File: config.mk
export PLATFORM = sky130hd
export DESIGN_NAME = fuzz_sig_collector
export DESIGN_NICKNAME = d
export VERILOG_FILES = /design/src/rtl/fuzz_sig_pkg.sv /design/src/rtl/fuzz_sig_misr.sv /design/src/rtl/fuzz_sig_collector.sv
export SDC_FILE = /design/constraint.sdc
export NUM_CORES = 1
export LEC_CHECK = 0
export CAP_MARGIN = 10
export CORE_MARGIN = 10
export CORE_UTILIZATION = 42
export CTS_CLUSTER_DIAMETER = 60
export DETAILED_ROUTE_END_ITERATION = 7
export HOLD_SLACK_MARGIN = 0.08
export PLACE_DENSITY = 0.82
export SETUP_SLACK_MARGIN = 0.4
export SYNTH_ARGS = -nofsm -noshare
export SYNTH_HDL_FRONTEND = slang
export SYNTH_SLANG_ARGS = --single-unit
File: constraint.sdc
create_clock -name clk -period 1.7 [get_ports clk]
set_input_delay 0.34 -clock clk [delete_from_list [all_inputs] [get_ports clk]]
set_output_delay 0.34 -clock clk [all_outputs]
set_load 0.05 [all_outputs]
File: src/rtl/fuzz_sig_pkg.sv
// Shared types and helpers for the fuzz signature collector: FSM states,
// default SEED/POLY constants and the input-folding function.
package fuzz_sig_pkg;

  typedef enum logic [1:0] {
    IDLE = 2'd0,
    RUN  = 2'd1,
    DONE = 2'd2
  } state_e;

  localparam int          DW_DEF    = 82;
  localparam int          SIG_W_DEF = 32;
  localparam logic [31:0] SEED_DEF  = 32'hFFFF_FFFF;
  localparam logic [31:0] POLY_DEF  = 32'h04C1_1DB7;

  // Upper bounds for the generic fold; DW and SIG_W must not exceed them.
  localparam int FOLD_DW_MAX  = 256;
  localparam int FOLD_SIG_MAX = 64;

  // XOR all SIG_W-wide chunks of a zero-padded vector into bits [sig_w-1:0].
  function automatic logic [FOLD_SIG_MAX-1:0] fold(input logic [FOLD_DW_MAX-1:0] d,
                                                   input int unsigned            sig_w);
    logic [FOLD_SIG_MAX-1:0] r;
    r = '0;
    for (int unsigned i = 0; i < FOLD_DW_MAX; i++) begin
      r[i % sig_w] = r[i % sig_w] ^ d[i];
    end
    return r;
  endfunction

endpackage

File: src/rtl/fuzz_sig_misr.sv
// Combinational MISR step: shift left, conditional polynomial feedback,
// XOR in the folded sample; passes sig through when en is low.
module fuzz_sig_misr
  import fuzz_sig_pkg::*;
#(
  parameter int               SIG_W = SIG_W_DEF,
  parameter logic [SIG_W-1:0] POLY  = POLY_DEF
) (
  input  logic [SIG_W-1:0] sig,
  input  logic [SIG_W-1:0] fold_in,
  input  logic             en,
  output logic [SIG_W-1:0] sig_next
);

  always_comb begin
    sig_next = sig;
    if (en) begin
      sig_next = {sig[SIG_W-2:0], 1'b0} ^ (sig[SIG_W-1] ? POLY : '0) ^ fold_in;
    end
  end

endmodule

File: src/rtl/fuzz_sig_collector.sv
// Absorbs NSAMP valid samples of the fuzz DUT result into a MISR signature and
// offers it on a valid/ready port. Optional toggle coverage via FUZZ_SIG_COV_EN.
module fuzz_sig_collector
  import fuzz_sig_pkg::*;
#(
  parameter int               DW    = DW_DEF,
  parameter int               SIG_W = SIG_W_DEF,
  parameter int               NSAMP = 256,
  parameter logic [SIG_W-1:0] SEED  = SEED_DEF,
  parameter logic [SIG_W-1:0] POLY  = POLY_DEF
) (
  input  logic             clk,
  input  logic             rst_n,
  input  logic             start,
  input  logic             in_valid,
  input  logic [DW-1:0]    in_data,
  output logic             busy,
  output logic             drop,
  output logic             sig_valid,
  input  logic             sig_ready,
  output logic [SIG_W-1:0] sig_data
`ifdef FUZZ_SIG_COV_EN
  ,
  output logic [DW-1:0]    sig_cov
`endif
);

  localparam int             CNT_W = $clog2(NSAMP + 1);
  localparam logic [CNT_W-1:0] LAST = CNT_W'(NSAMP - 1);

  state_e           state_q, state_d;
  logic [SIG_W-1:0] sig_q, sig_d;
  logic [CNT_W-1:0] cnt_q, cnt_d;
  logic             drop_q, drop_d;

  logic                    absorb;
  logic [FOLD_SIG_MAX-1:0] fold_full;
  logic [SIG_W-1:0]        fold_v;
  logic [SIG_W-1:0]        misr_next;
  logic                    unused_fold;

  assign absorb      = (state_q == RUN) && in_valid;
  assign fold_full   = fold(FOLD_DW_MAX'(in_data), SIG_W);
  assign fold_v      = fold_full[SIG_W-1:0];
  assign unused_fold = ^fold_full;

  fuzz_sig_misr #(
    .SIG_W (SIG_W),
    .POLY  (POLY)
  ) u_misr (
    .sig      (sig_q),
    .fold_in  (fold_v),
    .en       (absorb),
    .sig_next (misr_next)
  );

  always_comb begin
    state_d = state_q;
    sig_d   = sig_q;
    cnt_d   = cnt_q;
    drop_d  = in_valid && (state_q != RUN);
    case (state_q)
      IDLE: begin
        if (start) begin
          state_d = RUN;
          sig_d   = SEED;
          cnt_d   = '0;
        end
      end
      RUN: begin
        if (in_valid) begin
          sig_d = misr_next;
          cnt_d = cnt_q + 1'b1;
          if (cnt_q == LAST) begin
            state_d = DONE;
          end
        end
      end
      DONE: begin
        if (sig_ready) begin
          state_d = IDLE;
        end
      end
      default: state_d = IDLE;
    endcase
  end

  always_ff @(posedge clk or negedge rst_n) begin
    if (!rst_n) begin
      state_q <= IDLE;
      sig_q   <= SEED;
      cnt_q   <= '0;
      drop_q  <= 1'b0;
    end else begin
      state_q <= state_d;
      sig_q   <= sig_d;
      cnt_q   <= cnt_d;
      drop_q  <= drop_d;
    end
  end

  assign busy      = (state_q == RUN);
  assign sig_valid = (state_q == DONE);
  assign drop      = drop_q;
  assign sig_data  = sig_q;

`ifdef FUZZ_SIG_COV_EN
  logic [DW-1:0] cov_q, cov_d;
  logic [DW-1:0] prev_q, prev_d;

  // The first sample of a run (cnt==0) only seeds prev; it has nothing to toggle against.
  always_comb begin
    cov_d  = cov_q;
    prev_d = prev_q;
    if ((state_q == IDLE) && start) begin
      cov_d  = '0;
      prev_d = '0;
    end else if (absorb) begin
      prev_d = in_data;
      if (cnt_q != '0) begin
        cov_d = cov_q | (in_data ^ prev_q);
      end
    end
  end

  always_ff @(posedge clk or negedge rst_n) begin
    if (!rst_n) begin
      cov_q  <= '0;
      prev_q <= '0;
    end else begin
      cov_q  <= cov_d;
      prev_q <= prev_d;
    end
  end

  assign sig_cov = cov_q;
`endif

endmodule

==> flow_summary_export.csv <==
group,metric,value,unit
outcome,status,"completed",
setup_path,critical_path_buf_inv_count,2,
setup_path,crit_required,1930,ps
finish,drive_gt1_share,40.8,%
synthesis,ys_types,32,
setup_path,cp_top_family,"flip-flops",
finish,layout_commonest_cell,"clkdlybuf4s50_1",
clock_network,insertion_delay,300,ps
finish,nNetsFinal,490,
die,start_util,42.6,%
route,drt_iter0_markers,127,
die,dieWidth,99.8,um
sta,clock.fmax,643,MHz
die,die_h,99.8,um
synthesis,synth_top_area_share,31.4,%
synthesis,syn_inst,225,
die,core_area,6280,sq um
setup_path,critPathCaptureType,"flip-flop",
sta,finalMaxSlewViolations,0,
route,drtAntennaViolNets,0,
sta,hold_violations,0,
worst_hold_path,min_path_type,"input pin to asynchronous set/reset pin",
setup_path,cp_max_fo,4,
route,drc,0,
pwr,p_seq_share,25.4,%
synthesis,synth.cell_area,2670,sq um
synthesis,syn_area_per_cell,11.9,sq um
pwr,vdd_drop_max,1300,uV
sta,max-slew-margin-rel,67.3,%
grt,grt.total_usage,18.7,%
pwr,finalPower,9.20,mW
grt,grt_pass1_wl,14700,um
finish,final_util,81.9,%
clock_network,cts.clk_slew.worst_paths,90,ps
route,wirelength,10400,um
finish,multi_input_area,1720,sq um
grt,grt_max_degree,30,
clock_network,htreeDepth,2,
setup_path,cp-start-kind,"flip-flop",
finish,final_area,5140,sq um
place,dp_cells,426,
die,io_pins,122,
flow_run,cap_violations,0,
setup_path,worst_path_max_delay_cell,"dfstp_4",
clock_network,clock_path_buffers,2,
finish,layout_common_cells,"83 x clkdlybuf4s50_1, 55 x xnor2_1, 36 x buf_12, 34 x buf_4, 31 x dfstp_2",
route,drt-vias-per-instance,5.28,
grt,antenna_found_initial,0,
grt,overflow,0,
clock_network,root_buffer,"clkbuf_8",
sta,timing.final.crit_share,91.5,%
finish,antennaDiodeCount,0,
synthesis,ys_warn_count,0,
setup_path,r2r_start,"sig_data[31]$_DFFE_PN1P_",
pwr,p_leak,2.12,nW
finish,seq_area,1150,sq um
place,placed_cell_area,4400,sq um
pwr,p_int,5.48,mW
grt,grt_pass1_vias,2760,
finish,syn2layout_area_growth,92.3,%
finish,final_cells,479,
setup_path,path_cells,"buf_6 -> buf_6 -> xnor3_1 -> xnor2_2 -> o22a_1",
die,die_area,9960,sq um
pwr,combPwrFrac,65.8,%
die,num_rows,29,
synthesis,yosys.area.top_type,"dfstp_2",
setup_path,crit_type,"flip-flop to flip-flop",
synthesis,synth.area.top_cells,"dfstp_2 31%, xnor2_1 20%, dfrtp_1 11%",
place,dp_hpwl,6320,um
clock_network,cts.sinks,44,
clock_network,cts_buffers,5,
setup_path,critical_path_arrival,1790,ps
pwr,power_switching,3.72,mW
finish,num-fill-cells,321,
sta,rsz0062_at_grt,"true",
sta,finalCriticalPeriod,1560,ps
sta,worst_pin_slew,490,ps
route,drt-pass1-iter-count,4,
pwr,p_clk_share,8.8,%
route,wl_per_cell,21.7,um
clock_network,cts_tree,"built",
place,numPortBuffers,121,
sta,setup_viol,0,
pwr,power.density,1790,nW/um^2
setup_path,max_stage_delay,660,ps
pwr,p_sw_share,40.4,%
synthesis,synth_nets,314,
route,vias,2528,
sta,clock-skew-final,10.3,ps
synthesis,yosys_register_bits,44,
place,place.gp.congestion,0.758,
setup_path,cp_common_cell,"buf_6",
setup_path,crit_start,"sig_data[31]$_DFFE_PN1P_",
synthesis,seq_area_frac_synth,42.7,%
-- sequential cells by signal, indices dropped and copies added (netlist names) --
name,flops
drop,1
cnt_q,9
sig_data,32
state_q,2
-- power by group through the flow --
stage | Clock (mW) | Sequential, mW | Combinational [mW]
finish | 0.808 | 2.34 | 6.06
global placement | 0 | 2.40 | 4.88
floorplan | 0 | 3.42 | 1.71
global route | 0.862 | 2.39 | 6.32
detailed placement | 0 | 2.42 | 4.98
CTS | 0.807 | 2.30 | 5.71
-- metrics by stage --
stage / hold WS [ps] / worst slack [ps] / setup TNS (ps)
final: 525 / 144 / 0
after global routing: 560 / 112 / 0
after CTS: 528 / 178 / 0
after detailed placement: 323 / -69.4 / -1780
after global placement: 317 / -47.0 / -1180
after floorplan: 44.4 / 187 / 0
-- cells in the mapped netlist --
master and number:
xor2_1 16, xnor2_1 60, o21ai_0 4, o22a_1 26
or3_1 1, nand3b_2 1, or4_1 4, mux2i_1 1
nor2_1 2, ha_1 2, a21oi_1 5, dfrtp_1 12
dfstp_2 32, buf_4 2, buf_2 3, or3b_1 1
o31ai_1 4, nor2b_1 1, nand4_1 1, and2_1 1
nand2_1 11, buf_1 3, o22ai_1 1, o211ai_1 6
nand2b_1 2, nor3b_1 1, inv_1 4, xnor3_1 10
clkbuf_1 1, nand2_4 1, nand4b_1 2, nand3_1 4
-- path summary, 6_finish.rpt --
path,end,slack (ps),cells after the start
worst max-delay path,sig_data[11]$_DFFE_PN1P_,140,5
worst min-delay path,drop$_DFF_PN0_,520,2
worst max register to register,sig_data[11]$_DFFE_PN1P_,140,5
worst min register to register,sig_data[6]$_DFFE_PN1P_,550,2
max in group asynchronous,sig_data[26]$_DFFE_PN1P_,590,3
min in group clk,sig_data[6]$_DFFE_PN1P_,550,2
-- cell families after synthesis --
family | after synthesis | share of synthesized area (%)
AO/OA/AOI/OAI | 46 | 13.2
AND/OR/NAND/NOR | 33 | 7.21
adder cells (fa/ha/maj) | 2 | 0.936
buffers and inverters | 13 | 2.25
XOR/XNOR | 86 | 33.3
multiplexers | 1 | 0.374
flip-flops | 44 | 42.7
-- cell type report --
class / instances / area share (%)
clock buffers: 6 / 1.41
clock inverters: 2 / 0.681
inverters: 4 / 0.341
multi-input cells: 171 / 33.5
flip-flops and latches: 44 / 22.3
well taps: 77 / 1.87
repair buffers: 175 / 39.9
-- per-layer routing --
metal  vias up  global-route usage [%]  part of all wire [%]
li1       1143                       -                     -
met1      1232                    19.7                    35
met2       128                    32.4                    53
met3        25                    7.83                   9.2
met4         0                    7.17                   2.7
met5         -                       0                     0
-- repair_timing --
item / 4_1_cts / 5_1_grt
pin swaps: 23 / 14
endpoints found under the hold margin: 3 / 0
setup buffers: 31 / 10
gates resized for setup: 38 / 23
gates cloned: 3 / 0
hold buffers: 1 / 0
endpoints found under the setup margin: 75 / 76
No activity file was read; power rests on OpenSTA's default activity.
